## src/rtl/hazard_stall_ctrl.sv

```systemverilog
// hazard_stall_ctrl
//   Producer-side controller for the ID/EX pipeline register. Detects
//   load-use hazards between the IF/ID instruction and the load sitting in
//   ID/EX. Handles taken-branch flushes. Sequences multi-cycle stalls and
//   flushes. Keeps saturating event counters for performance debug.
//
// Parameters
//   STALL_CYCLES  total cycles held per load-use hazard (1..15)
//   FLUSH_CYCLES  total cycles of flush per taken branch (1..15)
//   CNT_W         width of the stall / flush event counters
//
// Ports
//   clk, reset      rising-edge clock, asynchronous active-high reset
//   ifid_valid      IF/ID holds a real instruction
//   ifid_rs1/rs2    source register fields of the IF/ID instruction
//   idex_memread    ID/EX holds a load
//   idex_rd         destination register of the ID/EX instruction
//   branch_taken    branch resolved taken in EX this cycle
//   pc_write        PC update enable
//   ifid_write      IF/ID load enable
//   ifid_flush      clear IF/ID to NOP
//   idex_bubble     select all-zero control inputs into ID/EX
//   state           0=RUN, 1=STALL, 2=FLUSH
//   stall_count     cycles with pc_write=0 (saturating)
//   flush_count     cycles with ifid_flush=1 (saturating)
module hazard_stall_ctrl #(
  parameter int STALL_CYCLES = 1,
  parameter int FLUSH_CYCLES = 2,
  parameter int CNT_W        = 16
) (
  input  logic             clk,
  input  logic             reset,
  input  logic             ifid_valid,
  input  logic [4:0]       ifid_rs1,
  input  logic [4:0]       ifid_rs2,
  input  logic             idex_memread,
  input  logic [4:0]       idex_rd,
  input  logic             branch_taken,
  output logic             pc_write,
  output logic             ifid_write,
  output logic             ifid_flush,
  output logic             idex_bubble,
  output logic [1:0]       state,
  output logic [CNT_W-1:0] stall_count,
  output logic [CNT_W-1:0] flush_count
);

  localparam logic [1:0] RUN   = 2'd0;
  localparam logic [1:0] STALL = 2'd1;
  localparam logic [1:0] FLUSH = 2'd2;

  // rem holds the cycles still to go after the current one.
  localparam logic [3:0] STALL_RELOAD = 4'(STALL_CYCLES - 1);
  localparam logic [3:0] FLUSH_RELOAD = 4'(FLUSH_CYCLES - 1);

  logic [1:0]       state_reg, state_next;
  logic [3:0]       rem_reg, rem_next;
  logic [CNT_W-1:0] stall_count_reg, flush_count_reg;

  logic hz;
  logic do_flush;
  logic do_stall;

  // x0 is never a real destination, so a load to x0 never stalls.
  assign hz = ifid_valid & idex_memread & (idex_rd != 5'd0) &
              ((idex_rd == ifid_rs1) | (idex_rd == ifid_rs2));

  // A taken branch wins over everything; an ongoing flush ignores hz and
  // the STALL state ignores hz as well (the hold is already committed).
  assign do_flush = (state_reg == FLUSH) | branch_taken;
  assign do_stall = ~do_flush & ((state_reg == STALL) | hz);

  always_comb begin
    pc_write    = 1'b1;
    ifid_write  = 1'b1;
    ifid_flush  = 1'b0;
    idex_bubble = 1'b0;
    if (reset) begin
      // Hold the front end and keep ID/EX harmless while in reset.
      pc_write    = 1'b0;
      ifid_write  = 1'b0;
      ifid_flush  = 1'b1;
      idex_bubble = 1'b1;
    end else if (do_flush) begin
      ifid_flush  = 1'b1;
      idex_bubble = 1'b1;
    end else if (do_stall) begin
      pc_write    = 1'b0;
      ifid_write  = 1'b0;
      idex_bubble = 1'b1;
    end
  end

  always_comb begin
    state_next = state_reg;
    rem_next   = rem_reg;
    case (state_reg)
      STALL: begin
        if (branch_taken) begin
          // Redirect aborts the stall and starts a fresh flush.
          if (FLUSH_CYCLES > 1) begin
            state_next = FLUSH;
            rem_next   = FLUSH_RELOAD;
          end else begin
            state_next = RUN;
            rem_next   = 4'd0;
          end
        end else if (rem_reg <= 4'd1) begin
          state_next = RUN;
          rem_next   = 4'd0;
        end else begin
          rem_next = rem_reg - 4'd1;
        end
      end
      FLUSH: begin
        if (branch_taken) begin
          rem_next = FLUSH_RELOAD;
        end else if (rem_reg <= 4'd1) begin
          state_next = RUN;
          rem_next   = 4'd0;
        end else begin
          rem_next = rem_reg - 4'd1;
        end
      end
      default: begin
        // RUN (and the unused encoding, which recovers as RUN).
        state_next = RUN;
        if (branch_taken) begin
          if (FLUSH_CYCLES > 1) begin
            state_next = FLUSH;
            rem_next   = FLUSH_RELOAD;
          end
        end else if (hz) begin
          if (STALL_CYCLES > 1) begin
            state_next = STALL;
            rem_next   = STALL_RELOAD;
          end
        end
      end
    endcase
  end

  always_ff @(posedge clk or posedge reset) begin
    if (reset) begin
      state_reg <= RUN;
      rem_reg   <= 4'd0;
    end else begin
      state_reg <= state_next;
      rem_reg   <= rem_next;
    end
  end

  // Event counters stick at all-ones instead of wrapping.
  always_ff @(posedge clk or posedge reset) begin
    if (reset) begin
      stall_count_reg <= '0;
      flush_count_reg <= '0;
    end else begin
      if (!pc_write && (stall_count_reg != '1))
        stall_count_reg <= stall_count_reg + CNT_W'(1);
      if (ifid_flush && (flush_count_reg != '1))
        flush_count_reg <= flush_count_reg + CNT_W'(1);
    end
  end

  assign state       = state_reg;
  assign stall_count = stall_count_reg;
  assign flush_count = flush_count_reg;

endmodule

```

## config.mk

```make
export PLATFORM = sky130hd
export DESIGN_NAME = hazard_stall_ctrl
export DESIGN_NICKNAME = d
export VERILOG_FILES = /design/src/rtl/hazard_stall_ctrl.sv
export SDC_FILE = /design/constraint.sdc
export NUM_CORES = 1
export LEC_CHECK = 0
export CORE_ASPECT_RATIO = 0.8
export CORE_UTILIZATION = 44
export CTS_BUF_LIST = sky130_fd_sc_hd__clkbuf_8
export CTS_CLUSTER_DIAMETER = 100
export DETAILED_ROUTE_END_ITERATION = 12
export GPL_TIMING_DRIVEN = 0
export PLACE_DENSITY = 0.78
export SLEW_MARGIN = 5
export SYNTH_ARGS = -nofsm -noshare
export SYNTH_HDL_FRONTEND = slang
export SYNTH_SLANG_ARGS = --single-unit
```

## constraint.sdc

```tcl
create_clock -name clk -period 1.9 [get_ports clk]
set_input_delay 0.38 -clock clk [delete_from_list [all_inputs] [get_ports clk]]
set_output_delay 0.38 -clock clk [all_outputs]
set_load 0.01 [all_outputs]
```

**Word-level counts from Yosys, hierarchy flattened**

Cells that the tools add are included.

- Add/subtract/negate cells: 3
- Magnitude comparators: 1
- Eq/ne operators: 7
- Multiplexer cells: 17
- Bitwise logic cells: 8
- Reduce and logical (&&, ||, !) cells: 6

Operator list:

| kind | count |
|---|---|
| $add A16 B1 Y16 const B | 2 |
| $ne A16 B16 Y1 const B | 2 |
| $mux W4 | 4 |
| $eq A5 B5 Y1 | 2 |
| $mux W1 | 8 |
| $mux W2 | 4 |
| $reduce_bool A5 Y1 | 1 |
| $and A1 B1 Y1 | 4 |
| $le A4 B1 Y1 const B | 1 |
| $pmux W2 S2 | 1 |
| $sub A4 B1 Y4 const B | 1 |
| $or A1 B1 Y1 | 3 |
| $eq A2 B1 Y1 const B | 1 |
| $eq A2 B2 Y1 const B | 1 |
| $logic_and A1 B1 Y1 | 2 |
| $ne A2 B2 Y1 const B | 1 |
| $reduce_bool A2 Y1 | 1 |
| $reduce_or A2 Y1 | 1 |
| $logic_not A1 Y1 | 1 |
| $not A1 Y1 | 1 |

- Bits in registers: 38
- Input bits: 20
- Output and inout port bits: 38
- Word-level logic and storage cells: 46

**Depth between registers and ports, before layout**

Gate-level depths: netlist of run 1.

- Depth in word-level cells: 10
- Depth in mapped cells: 9
- Depth with buffers taken out: 8

**Worst setup path after synthesis of run 1**

No wires, ideal clock.

- Path kind: input-to-reg
- Start: in reset
- End: reg flush_count_reg[13], in the netlist flush_count[13]
- Library setup time: 129 ps
- Arrival time: 2225 ps
- Required time: 1771 ps
- Setup slack: -454 ps
- Cell stages on the path: 7
- Buffers on the path: 1
- Cell sequence: inv_1 nand2_1 o31a_1 clkbuf_1 nand3b_1 nor2_1 xor2_1

- Cells in the longest elaborated chain, start to end: 2

RTL lines:

| what | line | source |
|---|---|---|
| start: declaration | 32 | `input logic reset,` |
| $mux W1 | 78 | `if (reset) begin` |
| via ifid_flush | 41 | `output logic ifid_flush,` |
| $logic_and A1 B1 Y1 | 161 | `if (ifid_flush && (flush_count_reg != '1))` |
| end signal: assignment | 162 | `flush_count_reg <= flush_count_reg + CNT_W'(1);` |
| end: declaration | 58 | `logic [CNT_W-1:0] stall_count_reg, flush_count_reg;` |

The timed path passes the listed nets, and every way through them passes these cells.
A chain may end at the register's enable or synchronous reset.

**Worst setup path in the final report of run 1**

- Start: in idex_rd[3]
- End: out pc_write

- Cells in the longest elaborated chain, start to end: 8
- Elaborated cells on any way between the ends: 11
- Those cells by class: 2 x eq/ne; 3 x mux; 5 x bitwise; 1 x reduce/logical

RTL lines:

| what | line | source |
|---|---|---|
| start: declaration | 37 | `input logic [4:0] idex_rd,` |
| $eq A5 B5 Y1 or $reduce_bool A5 Y1 (tied branches) | 66, 65 |  |
| $or A1 B1 Y1 or $and A1 B1 Y1 (tied branches) | 66, 65 |  |
| $and A1 B1 Y1 (*) | 65 | `assign hz = ifid_valid & idex_memread & (idex_rd != 5'd0) &` |
| $or A1 B1 Y1 (*) | 71 | `assign do_stall = ~do_flush & ((state_reg == STALL) \| hz);` |
| $and A1 B1 Y1 (*) | 71 |  |
| $mux W1 (*) | 87 | `end else if (do_stall) begin` |
| $mux W1 (*) | 84 | `end else if (do_flush) begin` |
| $mux W1 (*) | 78 |  |
| end: declaration | 39 | `output logic pc_write,` |

Every way passes the cells marked *; elsewhere a longest branch is shown, timed or not.

==> results of run 1 <==
[where the power goes]
group          switching [W]  leakage [nW]  internal (W)
clock               0.000297        0.0579      0.000387
sequential          0.000205         0.497      0.000968
combinational       0.000405         0.740      0.000612
total               0.000906          1.30       0.00197
[placed cells by master, fill, tap and decap left out, types with 2 or more instances in the layout]
cell / synthesis / routed
dfrtp_1: 38 / 36
clkdlybuf4s50_1: 0 / 34
xnor2_1: 24 / 23
xor2_1: 15 / 15
nor2_1: 16 / 15
nand4_1: 14 / 14
dlygate4sd2_1: 0 / 13
nand3_1: 15 / 11
buf_4: 1 / 11
inv_1: 9 / 7
buf_6: 1 / 6
clkbuf_8: 0 / 6
nand2_1: 10 / 5
and3_1: 6 / 5
a21oi_1: 6 / 5
o21ai_0: 4 / 4
nand3_2: 0 / 4
ha_1: 6 / 4
nor3_1: 5 / 3
and4_1: 3 / 3
nand2_2: 0 / 3
buf_2: 0 / 3
nor3_2: 1 / 2
or4_4: 1 / 2
nand2_4: 0 / 2
mux2_4: 0 / 2
clkinv_2: 0 / 2
clkinvlp_2: 0 / 2
dfrtp_2: 0 / 2
clkbuf_2: 0 / 2
[repair_timing]
action / CTS / global route
setup buffers: 9 / 2
gates resized for setup: 72 / 12
setup endpoints to repair: 35 / 22
endpoints found under the hold margin: 0 / 0
pin swaps: 31 / 12
gates cloned: 3 / 0
[layout make-up]
type	count	area, um^2	share of cell area [%]
multi-input cells	144	1141	38.13
flip-flops and latches	38	953.4	31.86
clock buffers	5	68.82	2.299
repair inverters	2	10.01	0.3344
clock inverters	3	40.04	1.338
plain buffers	3	32.53	1.087
repair buffers	69	638.1	21.32
inverters	9	37.54	1.254
well taps	57	71.32	2.383
[final timing paths]
check	from	to	slack (ps)	depth (start not counted)
max in group asynchronous	reset	flush_count[10]	1100	2
worst max-delay path	idex_rd[3]	pc_write	-200	7
worst min register to register	flush_count[6]	flush_count[6]	490	1
min in group clk	flush_count[6]	flush_count[6]	490	1
worst max register to register	stall_count[0]	stall_count[1]	-130	7
worst min-delay path	reset	stall_count[13]	230	2
[critical path, stage by stage]
cell and delay, ps:
buf_8 100, or4_4 530, o211ai_4 210, o21bai_4 120, a21oi_4 160, buf_4 130, buf_6 90
[layer usage]
metal,global-route usage [%],vias up,wire (um)
li1,-,839,-
met1,31.71,861,2343
met2,35.29,64,2273
met3,4.559,7,278
met4,5.660,0,38
met5,0,-,0
[logic make-up (layout without fill, tap and decap cells)]
group                    Yosys count  in the layout  share of synthesized area [%]
AO/OA/AOI/OAI                     17             17                          6.075
XOR/XNOR                          39             39                          17.09
adder cells (fa/ha/maj)            6              6                          3.757
buffers and inverters             12             91                          2.818
flip-flops                        38             38                          47.59
multiplexers                       2              2                          1.127
AND/OR/NAND/NOR                   80             80                          21.54
[metrics by stage]
| step | total power, W | worst slack (ps) | hold WS [ps] | instance area (um^2) |
|---|---|---|---|---|
| after floorplan | 0.001604 | -98.08 | 362.3 | 2046 |
| final | 0.002873 | -200.7 | 230.4 | 2993 |
| after global placement | 0.002043 | -1307 | 477.3 | 2688 |
| after global routing | 0.003032 | -257.9 | 276.0 | 2993 |
| after detailed placement | 0.002062 | -1298 | 486.8 | 2688 |
| after CTS | 0.002831 | -230.3 | 421.2 | 2944 |
==> results by group, run 1 <==
Clock network
  • CTS Buffer Depth: 2
  • Root Buffer: clkbuf_8
  • Post-CTS Hold Fix Bufs: 0
  • Max H-tree Level: 2
  • Clock-pin slew on the worst setup and hold paths: 80 ps
  • Clk_lat worst skew: 290 ps
  • Sink Count: 38
  • Clock tree from TritonCTS: yes
  • Cts bufs inserted: 5

Critical path
  • Critical path class: input pin to primary output
  • Critical path arrival: 1720 ps
  • Required @ worst endpoint: 1520 ps
  • CP Capture Type: primary output
  • CP Max Fanout: 3
  • Nature of the critical path startpoint: input pin

Cells and area
  • Share of post-route cells with drive strength above 1: 24.54%
  • Layout Utilization: 70.31%
  • ANT cells: 0
  • Synth-to-layout area growth: 49.78%
  • Nets@finish: 298
  • Filler cells: 351
  • Layout Cells excl Fill: 330

Placement
  • DP HPWL: 3145 um
  • Final RePlAce weighted congestion: 0.7489
  • Port Buffers: 57
  • DP Cell Count: 308

Yosys
  • Synth cell types: 34
  • Mean Syn Cell Area: 10.30 um^2
  • Commonest cells post-synth: dfrtp_1 (38), xnor2_1 (24), nor2_1 (16)
  • Sequential area share after synthesis: 47.59%
  • Post-synthesis cell count: 194
  • Synth area leader: dfrtp_1
  • Warnings, synthesis: 0
  • EDFF count, synth: 0
  • Syn Std Cell Area: 1998 um^2
  • Post-synth top flop: dfrtp_1
  • Most common cell in the netlist: dfrtp_1
  • Post-synth ARST share: 100.0%
  • Synth area leaders: dfrtp_1 (48%), xnor2_1 (11%), xor2_1 (6.6%)
  • Mapped Nets: 220
  • Flops & latches, synth: 38
  • Post-synth top area share: 47.59%

Floorplan
  • Num ports: 58
  • FP Rows: 21
  • Area of the core: 4257 um^2
  • Die Y: 62.28 um
  • Die footprint: 4817 um^2
  • Initial Util: 46.94%
  • Die Wd: 77.35 um

STA
  • Setup ws final: -200.7 ps
  • Sum of negative setup slack: -1629 ps
  • Min Clock Period, post-route: 2101 ps
  • Worst Skew: 5.917 ps
  • FMAX: 476.0 MHz
  • Least-Margin Pin Slew: 837.3 ps
  • Tcrit/Tclk final: 110.6%
  • Max-slew violations: 0
  • Final Hold Vio Count: 0
  • Slew headroom: 43.87%
  • RSZ-0062 raised after global routing: true
  • Setup violations, final: 17

Flow run
  • MaxCap Viol Count: 0

Route
  • Vias: 1771
  • Via-to-Cell Ratio: 5.367
  • Final ANT Viol Nets: 0
  • WL final: 4932 um
  • Residual DRC: 0
  • Drt pass-1 iters: 4
  • Per-cell routed wire length: 14.95 um
  • Initial DRC Count: 57

Global route
  • Largest net degree at the start of global routing: 20
  • Global-route wire length before repair: 8452 um
  • Initial antenna violation count: 0
  • Via count of the first global-routing pass: 1707
  • GRT Resource Usage Total: 22.45%
  • GR Overflow Total: 0

Power and ir drop
  • Leak Pwr: 1.295 nW
  • Worst-case vdd ir drop: 0.6800 mV
  • PwrDens: 960.0 nW/um^2

Worst hold path
  • Type of the tightest min-delay check: input pin to asynchronous set/reset pin

Run status
  • Failing checks: negative setup slack
  • Run status: finished with violations
Note: power is estimated with default switching activity, not from simulation.
==> inputs of run 2 (changes only) <==
--- a/config.mk
+++ b/config.mk
@@ -6,12 +6,13 @@
 export NUM_CORES = 1
 export LEC_CHECK = 0
 export CORE_ASPECT_RATIO = 0.8
-export CORE_UTILIZATION = 44
+export CORE_UTILIZATION = 45
 export CTS_BUF_LIST = sky130_fd_sc_hd__clkbuf_8
 export CTS_CLUSTER_DIAMETER = 100
 export DETAILED_ROUTE_END_ITERATION = 12
 export GPL_TIMING_DRIVEN = 0
-export PLACE_DENSITY = 0.78
+export PLACE_DENSITY = 0.76
+export SKIP_LAST_GASP = 1
 export SLEW_MARGIN = 5
 export SYNTH_ARGS = -nofsm -noshare
 export SYNTH_HDL_FRONTEND = slang
==> constraint.sdc (replaced) <==
create_clock -name clk -period 1.95 [get_ports clk]
set_input_delay 0.39 -clock clk [delete_from_list [all_inputs] [get_ports clk]]
set_output_delay 0.39 -clock clk [all_outputs]
set_load 0.01 [all_outputs]
==> run 2 against run 1 <==
- the flow still finishes with violations (negative setup slack)
- sequential power about the same
- worst setup slack improved by 24 ps
- clock skew up 3.2 ps
- final area about the same
- via count down 0.90%
- combinational power is 5% lower
- critical path type unchanged
==> results by group, run 2 (same netlist as run 1, synthesis figures left out) <==
Run status
  • Run status: finished with violations (unchanged)
  • Failing checks: negative setup slack (unchanged)

Floorplan
  • Num ports: 58 (unchanged)
  • Die Wd: 76.50 um (was 77.35 um)
  • Initial Util: 47.23% (was 46.94%)
  • Die Y: 61.60 um (was 62.28 um)
  • Die footprint: 4712 um^2 (was 4817 um^2)
  • Area of the core: 4230 um^2 (was 4257 um^2)
  • FP Rows: 21 (unchanged)

Global route
  • Via count of the first global-routing pass: 1572 (was 1707)
  • Global-route wire length before repair: 7341 um (was 8452 um)
  • GRT Resource Usage Total: 20.57% (was 22.45%)
  • Largest net degree at the start of global routing: 20 (unchanged)
  • GR Overflow Total: 0 (unchanged)
  • Initial antenna violation count: 0 (unchanged)

Clock network
  • Root Buffer: clkbuf_8 (unchanged)
  • Sink Count: 38 (unchanged)
  • Clk_lat worst skew: 290 ps (about the same)
  • Cts bufs inserted: 5 (unchanged)
  • Clock-pin slew on the worst setup and hold paths: 80 ps (about the same)
  • CTS Buffer Depth: 2 (unchanged)
  • Max H-tree Level: 2 (unchanged)
  • Clock tree from TritonCTS: yes (unchanged)
  • Post-CTS Hold Fix Bufs: 0 (unchanged)

Cells and area
  • Share of post-route cells with drive strength above 1: 23.16% (was 24.54%)
  • Nets@finish: 299 (was 298)
  • Post-layout instance area: 2992 um^2 (was 2993 um^2)
  • ANT cells: 0 (unchanged)
  • Synth-to-layout area growth: 49.72% (was 49.78%)
  • Most frequent cells in the layout: dfrtp_1 (36), clkdlybuf4s50_1 (34), xnor2_1 (23) (unchanged)
  • Layout Utilization: 70.72% (was 70.31%)
  • Commonest non-fill, non-tap cell in the layout: dfrtp_1 (unchanged)

Route
  • Vias: 1755 (was 1771)
  • Per-cell routed wire length: 15.06 um (was 14.95 um)
  • Residual DRC: 0 (unchanged)
  • Final ANT Viol Nets: 0 (unchanged)
  • Via-to-Cell Ratio: 5.334 (was 5.367)
  • Initial DRC Count: 115 (was 57)
  • WL final: 4955 um (was 4932 um)
  • Drt pass-1 iters: 5 (was 4)

STA
  • FMAX: 470.3 MHz
  • Max-slew violations: 0 (unchanged)
  • Tcrit/Tclk final: 109.0%
  • Setup ws final: -176.4 ps (was -200.7 ps)
  • Min Clock Period, post-route: 2126 ps
  • Slew headroom: 42.64% (was 43.87%)
  • Setup violations, final: 17 (unchanged)
  • Least-Margin Pin Slew: 855.7 ps (was 837.3 ps)
  • Hold Slack: 429.0 ps (was 230.4 ps)
  • Final Hold Vio Count: 0 (unchanged)
  • RSZ-0062 raised after global routing: true (unchanged)
  • Worst Skew: 9.157 ps (was 5.917 ps)

Placement
  • Final RePlAce weighted congestion: 0.7356 (was 0.7489)
  • Port Buffers: 57 (unchanged)
  • DP HPWL: 3192 um (was 3145 um)
  • DP Area: 2673 um^2 (was 2688 um^2)

Critical path
  • Nature of the critical path startpoint: input pin (unchanged)
  • CP startpoint: idex_rd[3] (unchanged)
  • Critical path class: input pin to primary output (unchanged)
  • Required @ worst endpoint: 1560 ps (was 1520 ps)
  • Reg2Reg Capture Point: stall_count[14] (was stall_count[1])
  • Flop2flop setup slack: -110 ps (was -130 ps)
  • CP Max Fanout: 3 (unchanged)
  • CP Capture Type: primary output (unchanged)
  • Critical path arrival: 1740 ps (was 1720 ps)
  • Reg2Reg Launch Point: stall_count[0] (unchanged)
  • Reg2Reg Depth: 8 (was 7)

Power and ir drop
  • Worst-case vdd ir drop: 0.7776 mV (was 0.6800 mV)
  • Leak Pwr: 1.285 nW (was 1.295 nW)
  • PwrDens: 883.9 nW/um^2 (was 960.0 nW/um^2)
  • Tot Pwr: 0.002644 W (was 0.002873 W)

Worst hold path
  • Type of the tightest min-delay check: input pin to asynchronous set/reset pin (unchanged)

Flow run
  • MaxCap Viol Count: 0 (unchanged)
run 2: where the power goes:
group          total [W]  leakage, nW  internal, W  switching [W]
Combinational   0.000971        0.745     0.000569       0.000402
Sequential       0.00114        0.497     0.000944       0.000197
Clock           0.000532       0.0431     0.000273       0.000260
Total            0.00264         1.28      0.00179       0.000859
run 2: final cells by class:
cell class	instances	area, um^2
buffer	3	32.53
clock buffer	6	82.58
fill	336	1239
inverter	9	37.54
multi-input combinational	144	1150
sequential	38	953.4
tap	57	71.32
timing repair buffer	70	654.4
timing repair inverter	2	10.01
run 2: metrics by stage:
| step | TNS [ps] | std cells | worst slack (ps) |
|---|---|---|---|
| after floorplan | -247.5 | 194 | -54.72 |
| after global placement | -26190 | 308 | -1241 |
| after detailed placement | -27060 | 308 | -1257 |
| after CTS | -1058 | 326 | -183.2 |
| after global routing | -2511 | 329 | -234.8 |
| final | -1160 | 329 | -176.4 |
run 2: worst max-delay path by stage:
| stage | endpoint | slack [ps] | cells past startpoint |
|---|---|---|---|
| finish | pc_write | -180 | 7 |
| global route | pc_write | -230 | 7 |
| CTS | pc_write | -180 | 7 |
| detailed placement | idex_bubble | -1260 | 5 |
| global placement | idex_bubble | -1240 | 5 |
| floorplan | flush_count[13] | -50 | 7 |
run 2: worst max-delay path, stage by stage:
cell	delay (ps)
buf_8	90
or4_4	540
o211ai_4	210
o21bai_4	90
a21oi_2	190
buf_4	140
buf_6	90
run 2: timing repair:
item,in CTS,in global routing
cloned,3,0
pin swaps,31,19
gates resized for setup,71,18
setup endpoints to repair,35,22
hold endpoints to repair,0,0
setup buffers,9,3
run 2: metal layers:
metal | up-vias | part of all wire (%) | GRT usage [%]
met5 | - | 0 | 0
met4 | 0 | 0.67 | 7.418
met3 | 4 | 6.9 | 5.630
met2 | 54 | 48 | 35.39
met1 | 859 | 45 | 25.60
li1 | 838 | - | -
